File: src/rtl/alu_ctrl_muldiv_pkg.sv
// Shared codes for the ALU control stage and its mul/div engine.
// Holds the ALUOp and ALUCtrl encodings, the R-type funct codes
// (including MULT/DIV/MFHI/MFLO/MTHI/MTLO), the engine FSM states,
// and the registered decode function used by the top level.
package alu_ctrl_muldiv_pkg;

    localparam logic [4:0] ALUOp_RTYPE  = 5'h1F;

    localparam logic [4:0] ALUCtrl_ADD  = 5'h01;
    localparam logic [4:0] ALUCtrl_ADDU = 5'h02;
    localparam logic [4:0] ALUCtrl_SUB  = 5'h03;
    localparam logic [4:0] ALUCtrl_SUBU = 5'h04;
    localparam logic [4:0] ALUCtrl_AND  = 5'h05;
    localparam logic [4:0] ALUCtrl_OR   = 5'h06;
    localparam logic [4:0] ALUCtrl_XOR  = 5'h07;
    localparam logic [4:0] ALUCtrl_NOR  = 5'h08;
    localparam logic [4:0] ALUCtrl_SLT  = 5'h09;
    localparam logic [4:0] ALUCtrl_SLTU = 5'h0A;
    localparam logic [4:0] ALUCtrl_SLL  = 5'h0B;
    localparam logic [4:0] ALUCtrl_SRL  = 5'h0C;
    localparam logic [4:0] ALUCtrl_SRA  = 5'h0D;
    localparam logic [4:0] ALUCtrl_SLLV = 5'h0E;
    localparam logic [4:0] ALUCtrl_SRLV = 5'h0F;
    localparam logic [4:0] ALUCtrl_SRAV = 5'h10;
    localparam logic [4:0] ALUCtrl_NOP  = 5'h1E;

    localparam logic [5:0] INSTR_SLL_FUNCT   = 6'h00;
    localparam logic [5:0] INSTR_SRL_FUNCT   = 6'h02;
    localparam logic [5:0] INSTR_SRA_FUNCT   = 6'h03;
    localparam logic [5:0] INSTR_SLLV_FUNCT  = 6'h04;
    localparam logic [5:0] INSTR_SRLV_FUNCT  = 6'h06;
    localparam logic [5:0] INSTR_SRAV_FUNCT  = 6'h07;
    localparam logic [5:0] INSTR_MFHI_FUNCT  = 6'h10;
    localparam logic [5:0] INSTR_MTHI_FUNCT  = 6'h11;
    localparam logic [5:0] INSTR_MFLO_FUNCT  = 6'h12;
    localparam logic [5:0] INSTR_MTLO_FUNCT  = 6'h13;
    localparam logic [5:0] INSTR_MULT_FUNCT  = 6'h18;
    localparam logic [5:0] INSTR_MULTU_FUNCT = 6'h19;
    localparam logic [5:0] INSTR_DIV_FUNCT   = 6'h1A;
    localparam logic [5:0] INSTR_DIVU_FUNCT  = 6'h1B;
    localparam logic [5:0] INSTR_ADD_FUNCT   = 6'h20;
    localparam logic [5:0] INSTR_ADDU_FUNCT  = 6'h21;
    localparam logic [5:0] INSTR_SUB_FUNCT   = 6'h22;
    localparam logic [5:0] INSTR_SUBU_FUNCT  = 6'h23;
    localparam logic [5:0] INSTR_AND_FUNCT   = 6'h24;
    localparam logic [5:0] INSTR_OR_FUNCT    = 6'h25;
    localparam logic [5:0] INSTR_XOR_FUNCT   = 6'h26;
    localparam logic [5:0] INSTR_NOR_FUNCT   = 6'h27;
    localparam logic [5:0] INSTR_SLT_FUNCT   = 6'h2A;
    localparam logic [5:0] INSTR_SLTU_FUNCT  = 6'h2B;

    typedef enum logic [1:0] {
        ST_IDLE = 2'd0,
        ST_MUL  = 2'd1,
        ST_DIV  = 2'd2,
        ST_FIX  = 2'd3
    } md_state_e;

    // Funct codes handled by the mul/div engine or the HI/LO registers.
    function automatic logic is_md_funct(input logic [5:0] funct);
        case (funct)
            INSTR_MULT_FUNCT, INSTR_MULTU_FUNCT,
            INSTR_DIV_FUNCT,  INSTR_DIVU_FUNCT,
            INSTR_MFHI_FUNCT, INSTR_MFLO_FUNCT,
            INSTR_MTHI_FUNCT, INSTR_MTLO_FUNCT: return 1'b1;
            default:                            return 1'b0;
        endcase
    endfunction

    function automatic logic [4:0] alu_decode(input logic [4:0] aluop,
                                              input logic [5:0] funct);
        if (aluop != ALUOp_RTYPE) return aluop;
        if (is_md_funct(funct))   return ALUCtrl_NOP;
        case (funct)
            INSTR_ADD_FUNCT:  return ALUCtrl_ADD;
            INSTR_ADDU_FUNCT: return ALUCtrl_ADDU;
            INSTR_SUB_FUNCT:  return ALUCtrl_SUB;
            INSTR_SUBU_FUNCT: return ALUCtrl_SUBU;
            INSTR_AND_FUNCT:  return ALUCtrl_AND;
            INSTR_OR_FUNCT:   return ALUCtrl_OR;
            INSTR_XOR_FUNCT:  return ALUCtrl_XOR;
            INSTR_NOR_FUNCT:  return ALUCtrl_NOR;
            INSTR_SLT_FUNCT:  return ALUCtrl_SLT;
            INSTR_SLTU_FUNCT: return ALUCtrl_SLTU;
            INSTR_SLL_FUNCT:  return ALUCtrl_SLL;
            INSTR_SRL_FUNCT:  return ALUCtrl_SRL;
            INSTR_SRA_FUNCT:  return ALUCtrl_SRA;
            INSTR_SLLV_FUNCT: return ALUCtrl_SLLV;
            INSTR_SRLV_FUNCT: return ALUCtrl_SRLV;
            INSTR_SRAV_FUNCT: return ALUCtrl_SRAV;
            default:          return '0;
        endcase
    endfunction

endpackage

File: src/rtl/alu_ctrl_muldiv_if.sv
// ID->EX bus of the ALU control stage.
// master: upstream side (drives in_valid/ALUOp/Funct/operands/flush).
// slave : alu_ctrl_muldiv (drives ALUCtrl/ctrl_valid/stall/mf_*/busy).
interface alu_ctrl_muldiv_if #(parameter int WIDTH = 32);
    logic             in_valid;
    logic [4:0]       ALUOp;
    logic [5:0]       Funct;
    logic [WIDTH-1:0] rs_val;
    logic [WIDTH-1:0] rt_val;
    logic             flush;
    logic [4:0]       ALUCtrl;
    logic             ctrl_valid;
    logic             stall;
    logic [WIDTH-1:0] mf_result;
    logic             mf_valid;
    logic             busy;

    modport master (
        output in_valid, ALUOp, Funct, rs_val, rt_val, flush,
        input  ALUCtrl, ctrl_valid, stall, mf_result, mf_valid, busy
    );

    modport slave (
        input  in_valid, ALUOp, Funct, rs_val, rt_val, flush,
        output ALUCtrl, ctrl_valid, stall, mf_result, mf_valid, busy
    );
endinterface

File: src/rtl/alu_ctrl_muldiv_muldiv_iter.sv
// Iterative multiply/divide engine: one bit per cycle for WIDTH cycles,
// then one FIX cycle that applies signs and presents the HI/LO result.
// Ports: clk/rst, kill (abort to IDLE), start/is_div/is_signed/a/b
// (sampled in IDLE), busy (not IDLE), done (one-cycle result strobe),
// res_hi/res_lo (valid while done).
module muldiv_iter
    import alu_ctrl_muldiv_pkg::*;
#(
    parameter int WIDTH = 32
) (
    input  logic             clk,
    input  logic             rst,
    input  logic             kill,
    input  logic             start,
    input  logic             is_div,
    input  logic             is_signed,
    input  logic [WIDTH-1:0] a,
    input  logic [WIDTH-1:0] b,
    output logic             busy,
    output logic             done,
    output logic [WIDTH-1:0] res_hi,
    output logic [WIDTH-1:0] res_lo
);
    localparam int CNT_W = $clog2(WIDTH) + 1;

    md_state_e        state, state_nxt;
    logic [CNT_W-1:0] cnt;
    logic [WIDTH-1:0] m_r;     // multiplicand or divisor magnitude
    logic [WIDTH-1:0] hi_r;    // partial product high / remainder
    logic [WIDTH-1:0] lo_r;    // multiplier shifting out / quotient shifting in
    logic             div_r, neg_res, neg_rem, dz;

    logic             last;
    logic [WIDTH-1:0] abs_a, abs_b;
    logic [WIDTH:0]   mul_sum, div_sh, div_diff;
    logic [2*WIDTH-1:0] prod;
    logic [WIDTH-1:0] quo, rem;

    assign last = (cnt == CNT_W'(WIDTH - 1));
    assign busy = (state != ST_IDLE);
    assign done = (state == ST_FIX) && !kill;

    always_ff @(posedge clk) begin
        if (rst) state <= ST_IDLE;
        else     state <= state_nxt;
    end

    always_comb begin
        state_nxt = state;
        case (state)
            ST_IDLE:        if (start) state_nxt = is_div ? ST_DIV : ST_MUL;
            ST_MUL, ST_DIV: if (last)  state_nxt = ST_FIX;
            ST_FIX:         state_nxt = ST_IDLE;
            default:        state_nxt = ST_IDLE;
        endcase
        if (kill) state_nxt = ST_IDLE;
    end

    always_comb begin
        abs_a    = (is_signed && a[WIDTH-1]) ? -a : a;
        abs_b    = (is_signed && b[WIDTH-1]) ? -b : b;
        mul_sum  = {1'b0, hi_r} + (lo_r[0] ? {1'b0, m_r} : '0);
        div_sh   = {hi_r, lo_r[WIDTH-1]};
        div_diff = div_sh - {1'b0, m_r};

        prod = {hi_r, lo_r};
        if (neg_res) prod = -prod;
        quo = neg_res ? -lo_r : lo_r;
        rem = neg_rem ? -hi_r : hi_r;
        // A zero divisor leaves |rs| as remainder; only the quotient is forced.
        if (dz) quo = '1;
        res_hi = div_r ? rem : prod[2*WIDTH-1:WIDTH];
        res_lo = div_r ? quo : prod[WIDTH-1:0];
    end

    always_ff @(posedge clk) begin
        if (rst) begin
            cnt     <= '0;
            m_r     <= '0;
            hi_r    <= '0;
            lo_r    <= '0;
            div_r   <= 1'b0;
            neg_res <= 1'b0;
            neg_rem <= 1'b0;
            dz      <= 1'b0;
        end else if (kill) begin
            cnt <= '0;
        end else if (state == ST_IDLE && start) begin
            cnt     <= '0;
            m_r     <= is_div ? abs_b : abs_a;
            hi_r    <= '0;
            lo_r    <= is_div ? abs_a : abs_b;
            div_r   <= is_div;
            neg_res <= is_signed && (a[WIDTH-1] ^ b[WIDTH-1]);
            neg_rem <= is_signed && a[WIDTH-1];
            dz      <= is_div && (b == '0);
        end else if (state == ST_MUL) begin
            {hi_r, lo_r} <= {mul_sum, lo_r[WIDTH-1:1]};
            cnt          <= cnt + 1'b1;
        end else if (state == ST_DIV) begin
            if (!div_diff[WIDTH]) begin
                hi_r <= div_diff[WIDTH-1:0];
                lo_r <= {lo_r[WIDTH-2:0], 1'b1};
            end else begin
                hi_r <= div_sh[WIDTH-1:0];
                lo_r <= {lo_r[WIDTH-2:0], 1'b0};
            end
            cnt <= cnt + 1'b1;
        end
    end
endmodule

File: src/rtl/alu_ctrl_muldiv.sv
// ALU control stage between ID and EX: registered ALUOp/Funct decode,
// HI/LO registers and the iterative mul/div engine.
// Ports: clk, rst (sync, active-high), bus (slave side of
// alu_ctrl_muldiv_if: inputs in_valid/ALUOp/Funct/rs_val/rt_val/flush,
// outputs ALUCtrl/ctrl_valid/stall/mf_result/mf_valid/busy).
module alu_ctrl_muldiv
    import alu_ctrl_muldiv_pkg::*;
#(
    parameter int WIDTH = 32
) (
    input  logic               clk,
    input  logic               rst,
    alu_ctrl_muldiv_if.slave   bus
);
    logic             is_rtype, md_op, accept, start_md, is_div_op, is_signed_op;
    logic             md_busy, md_done;
    logic [WIDTH-1:0] hi, lo, res_hi, res_lo;

    always_comb begin
        is_rtype     = (bus.ALUOp == ALUOp_RTYPE);
        md_op        = is_rtype && is_md_funct(bus.Funct);
        is_div_op    = (bus.Funct == INSTR_DIV_FUNCT)  || (bus.Funct == INSTR_DIVU_FUNCT);
        is_signed_op = (bus.Funct == INSTR_MULT_FUNCT) || (bus.Funct == INSTR_DIV_FUNCT);
        accept       = bus.in_valid && !bus.stall && !bus.flush;
        start_md     = accept && is_rtype &&
                       (is_div_op || (bus.Funct == INSTR_MULT_FUNCT) ||
                        (bus.Funct == INSTR_MULTU_FUNCT));
    end

    // Any HI/LO user waits while the engine is anywhere but IDLE.
    assign bus.stall = bus.in_valid && md_op && md_busy;
    assign bus.busy  = md_busy;

    muldiv_iter #(.WIDTH(WIDTH)) u_iter (
        .clk       (clk),
        .rst       (rst),
        .kill      (bus.flush),
        .start     (start_md),
        .is_div    (is_div_op),
        .is_signed (is_signed_op),
        .a         (bus.rs_val),
        .b         (bus.rt_val),
        .busy      (md_busy),
        .done      (md_done),
        .res_hi    (res_hi),
        .res_lo    (res_lo)
    );

    always_ff @(posedge clk) begin
        if (rst) begin
            bus.ALUCtrl    <= '0;
            bus.ctrl_valid <= 1'b0;
            bus.mf_valid   <= 1'b0;
            bus.mf_result  <= '0;
            hi             <= '0;
            lo             <= '0;
        end else begin
            bus.ctrl_valid <= accept;
            bus.mf_valid   <= accept && is_rtype &&
                              ((bus.Funct == INSTR_MFHI_FUNCT) || (bus.Funct == INSTR_MFLO_FUNCT));
            if (accept) bus.ALUCtrl <= alu_decode(bus.ALUOp, bus.Funct);
            if (md_done) begin
                hi <= res_hi;
                lo <= res_lo;
            end
            if (accept && is_rtype) begin
                case (bus.Funct)
                    INSTR_MTHI_FUNCT: hi            <= bus.rs_val;
                    INSTR_MTLO_FUNCT: lo            <= bus.rs_val;
                    INSTR_MFHI_FUNCT: bus.mf_result <= hi;
                    INSTR_MFLO_FUNCT: bus.mf_result <= lo;
                    default: ;
                endcase
            end
        end
    end
endmodule

File: src/flat_wrapper.sv
// flat-port wrapper written by rule: the top's interface ports become plain ports
module alu_ctrl_muldiv_flat import alu_ctrl_muldiv_pkg::*;
#(
    parameter int WIDTH = 32
)
  (clk, rst, bus_in_valid, bus_ALUOp, bus_Funct, bus_rs_val, bus_rt_val, bus_flush, bus_ALUCtrl, bus_ctrl_valid, bus_stall, bus_mf_result, bus_mf_valid, bus_busy);
  alu_ctrl_muldiv_if #(.WIDTH(WIDTH)) bus_i ();
  input  logic clk;
  input  logic rst;
  input wire logic [$bits(bus_i.in_valid)-1:0] bus_in_valid;
  input wire logic [$bits(bus_i.ALUOp)-1:0] bus_ALUOp;
  input wire logic [$bits(bus_i.Funct)-1:0] bus_Funct;
  input wire logic [$bits(bus_i.rs_val)-1:0] bus_rs_val;
  input wire logic [$bits(bus_i.rt_val)-1:0] bus_rt_val;
  input wire logic [$bits(bus_i.flush)-1:0] bus_flush;
  output wire logic [$bits(bus_i.ALUCtrl)-1:0] bus_ALUCtrl;
  output wire logic [$bits(bus_i.ctrl_valid)-1:0] bus_ctrl_valid;
  output wire logic [$bits(bus_i.stall)-1:0] bus_stall;
  output wire logic [$bits(bus_i.mf_result)-1:0] bus_mf_result;
  output wire logic [$bits(bus_i.mf_valid)-1:0] bus_mf_valid;
  output wire logic [$bits(bus_i.busy)-1:0] bus_busy;
  assign bus_i.in_valid = bus_in_valid;
  assign bus_i.ALUOp = bus_ALUOp;
  assign bus_i.Funct = bus_Funct;
  assign bus_i.rs_val = bus_rs_val;
  assign bus_i.rt_val = bus_rt_val;
  assign bus_i.flush = bus_flush;
  assign bus_ALUCtrl = bus_i.ALUCtrl;
  assign bus_ctrl_valid = bus_i.ctrl_valid;
  assign bus_stall = bus_i.stall;
  assign bus_mf_result = bus_i.mf_result;
  assign bus_mf_valid = bus_i.mf_valid;
  assign bus_busy = bus_i.busy;
  alu_ctrl_muldiv #(.WIDTH(WIDTH)) u_core (.clk(clk), .rst(rst), .bus(bus_i));
endmodule
File: config.mk
export PLATFORM = sky130hd
export DESIGN_NAME = alu_ctrl_muldiv_flat
export DESIGN_NICKNAME = d
export VERILOG_FILES = /design/src/rtl/alu_ctrl_muldiv_pkg.sv /design/src/rtl/alu_ctrl_muldiv_if.sv /design/src/rtl/alu_ctrl_muldiv_muldiv_iter.sv /design/src/rtl/alu_ctrl_muldiv.sv /design/src/flat_wrapper.sv
export SDC_FILE = /design/constraint.sdc
export NUM_CORES = 1
export LEC_CHECK = 0
export CAP_MARGIN = 15
export CORE_MARGIN = 5
export CORE_UTILIZATION = 45
export DETAILED_ROUTE_END_ITERATION = 8
export GPL_TIMING_DRIVEN = 0
export HOLD_SLACK_MARGIN = 0.03
export SLEW_MARGIN = 20
export SYNTH_ARGS = -nofsm -noshare
export SYNTH_HDL_FRONTEND = slang
export SYNTH_SLANG_ARGS = --single-unit
export TNS_END_PERCENT = 30
File: constraint.sdc
create_clock -name clk -period 4.1 [get_ports clk]
set_input_delay 0.82 -clock clk [delete_from_list [all_inputs] [get_ports clk]]
set_output_delay 0.82 -clock clk [all_outputs]
set_load 0.01 [all_outputs]
==> run summary <==
first-pass GRT wire length: 109 mm
nets: 2611
Arr. time, crit path: 4.40 ns
Final period util: 97.4%
H-tree Lvls: 1
r2r startpoint: u_core.u_iter.m_r[27]$_SDFFE_PP0P_
post-synthesis sequential area ratio: 24.7%
Max VDD drop: 0.258 mV
Total Routing Usage GR: 33.7%
die height: 205 µm
placer congestion estimate: 0.973
Root Driver: clkbuf_16
RSZ-0062 raised after global routing: true
vias per inst: 6.19
hpwl dp: 59.3 mm
die width: 205 µm
crit path from: u_core.u_iter.m_r[27]$_SDFFE_PP0P_
Power Density: 245 mW/mm²
R2R depth: 12
final setup violation count: 0
total CTS buffers: 25
clock latency on the worst-skew pair: 0.57 ns
Post-Syn Area: 0.0171 mm²
Synth Instances: 2305
core area: 0.0376 mm²
ys async rst share: 0%
DR WL/cell: 24.7 µm
vias in the first global route: 17.2k
most frequent cells in the layout: 278 x nor2_1, 249 x nand2_1, 231 x a21oi_1
hold_sp: u_core.u_iter.m_r[13]$_SDFFE_PP0P_
Clock Skews: 0.0265 ns
Critical Path RT: 4.51 ns
synthesis warning total: 0
area delta synth->final: 16.1%
Sink Count: 211
Clock transition at path regs: 0.07 ns
Peak Freq: 250 MHz
Max Slew Vio Count: 0
most common cell after layout, fill and taps aside: nor2_1
met3 usage: 5.35%
Final min period: 3.99 ns
setup TNS: 0 ns
GRT overflow: 0
Syn Area/Cell: 7.42 µm²
Setup Fix Bufs, Post-CTS: 0
Slew @ Worst Pin: 1.11 ns
drt initial violations: 1814
Hold Path Class: reg -> reg
drt pass-1 iters: 6
Max clock buf depth: 3
hold buffers post-CTS: 0
CP Launch Type: flop
Main synth FF type: dfxtp_1
antenna violations before repair: 1
crit path kind: reg -> reg
post-synth cell types: 93
Lkg Pwr: 7.29 nW
total number of vias: 18.4k
# IOs: 120
EDFF count, synth: 0
Initial Utilization: 45.5%
endpoints failing hold: 0
Final ANT Viol Nets: 0
largest net degree at the start of global routing: 14
Worst Setup End Kind: flop
routing usage on met2: 52.1%
I/O Buffers: 117
CTS tree: yes
hold-critical path depth: 2
slew margin rel.: 25.8%
number of synthesized register bits: 211
gr busiest metal: met2
layout cells sized above 1: 4.98%
Die ar.: 0.0420 mm²
CP max FO: 10
outcome: finished clean
Power Total: 4.87 mW
final WL: 73.5 mm
drc violations: 0
routing usage on met1: 46.9%
max-cap violations: 0
Site Rows: 71
Mapped Nets: 2465
-- kinds of logic (layout without fill, tap and decap cells) --
| group | after synthesis | count (layout) | share of synthesized area (%) |
|---|---|---|---|
| fa+ha+maj | 81 | 81 | 6.01 |
| flops | 211 | 211 | 24.7 |
| simple gates | 782 | 782 | 21.4 |
| other cells | 0 | 1 | 0 |
| mux | 84 | 84 | 5.04 |
| compound gates | 736 | 736 | 28.3 |
| buf+inv | 242 | 407 | 5.94 |
| xor+xnor | 169 | 169 | 8.65 |
-- cells in the mapped netlist (all sizes together) (7+ instances only) --
cell	count	area (µm²)
nand2	249	935
nor2	278	1040
nor3	49	257
inv	76	285
clkbuf	136	572
a221oi	8	70.1
xnor2	93	815
a2111oi	9	85.1
dfxtp	211	4220
ha	79	988
xor2	76	666
nor4	24	216
o21a	14	105
nand2b	30	188
or4	14	124
and2	13	81.3
and3	9	56.3
o21ai	116	584
nand3	36	185
a31oi	26	163
o31ai	24	208
or2	13	83.8
or3	18	120
buf	30	159
nor2b	10	62.6
o221ai	25	225
mux2	7	78.8
o211ai	78	586
o21bai	9	67.6
a21oi	231	1160
a21o	30	225
nand4	16	100
mux2i	76	761
a211oi	93	698
o41ai	11	119
-- worst max-delay path: stages (launching register included) --
cell,delay [ns]
dfxtp_1,0.33
inv_1,0.13
ha_1,0.44
nand2_1,0.27
nor4_4,0.40
a22oi_1,0.19
a211oi_1,0.49
nand2b_1,0.23
o221ai_4,0.25
buf_4,0.28
buf_4,0.19
o311ai_0,0.55
a31oi_1,0.07
-- area by class of cell --
cell class / count / area, µm²
buffer: 166 / 733
tap: 511 / 639
antenna: 1 / 2.50
sequential: 211 / 4230
clock buffer: 34 / 689
fill: 3753 / 17700
multi-input combinational: 1852 / 11900
clock inverter: 12 / 184
inverter: 76 / 285
timing repair buffer: 119 / 1190
-- path summary, 6_finish.rpt --
kind	endpoint	slack (ns)
hold / removal	u_core.u_iter.m_r[13]$_SDFFE_PP0P_	0.46
setup / recovery	u_core.u_iter.hi_r[23]$_SDFFE_PP0P_	0.11
setup reg to reg	u_core.u_iter.hi_r[23]$_SDFFE_PP0P_	0.11
hold reg to reg	u_core.u_iter.m_r[13]$_SDFFE_PP0P_	0.46
-- metrics by stage --
stage	hold slack, ns	area [µm²]	cells	utilization [%]	setup WS (ns)
2_1_floorplan	0.432	17100	2305	-	0.982
3_3_place_gp	0.440	18900	2933	50.4	-0.903
3_5_place_dp	0.447	19000	2935	50.4	-0.209
4_1_cts	0.455	19800	2981	52.8	0.0195
5_1_grt	0.467	19900	2981	52.9	-0.0137
6_report	0.456	19900	2982	52.9	0.107
-- power by group --
| group | internal (mW) | leakage, nW | total [mW] | switching (mW) |
|---|---|---|---|---|
| clock network | 1.44 | 0.424 | 2.43 | 0.993 |
| registers | 2.05 | 1.70 | 2.06 | 0.00227 |
| logic | 0.138 | 5.17 | 0.382 | 0.243 |
| total | 3.63 | 7.29 | 4.87 | 1.24 |
-- state kept, by name, summed over array words and instances, names as in the netlist --
name	count
u_core.bus.mf_valid	1
u_core.u_iter.div_r	1
u_core.lo	32
u_core.u_iter.m_r	32
u_core.u_iter.dz	1
u_core.u_iter.neg_res	1
u_core.u_iter.lo_r	32
u_core.bus.ctrl_valid	1
u_core.u_iter.hi_r	32
u_core.bus.ALUCtrl	5
u_core.u_iter.state	2
u_core.hi	32
u_core.bus.mf_result	32
u_core.u_iter.neg_rem	1
u_core.u_iter.cnt	6
-- per-layer routing --
metal  vias up  share of wire (%)  wire length [µm]
li1       8663                  -                 -
met1      8813                 44             32200
met2       840                 43             31600
met3       133                8.5              6260
met4         0                4.7              3460
met5         -                  0                 0
-- timing repair --
item                                    in CTS  in global routing
pin swaps                                    0                  2
endpoints found under the setup margin      11                  9
gates resized for setup                      6                  6
No activity file was read; power rests on OpenSTA's default activity.
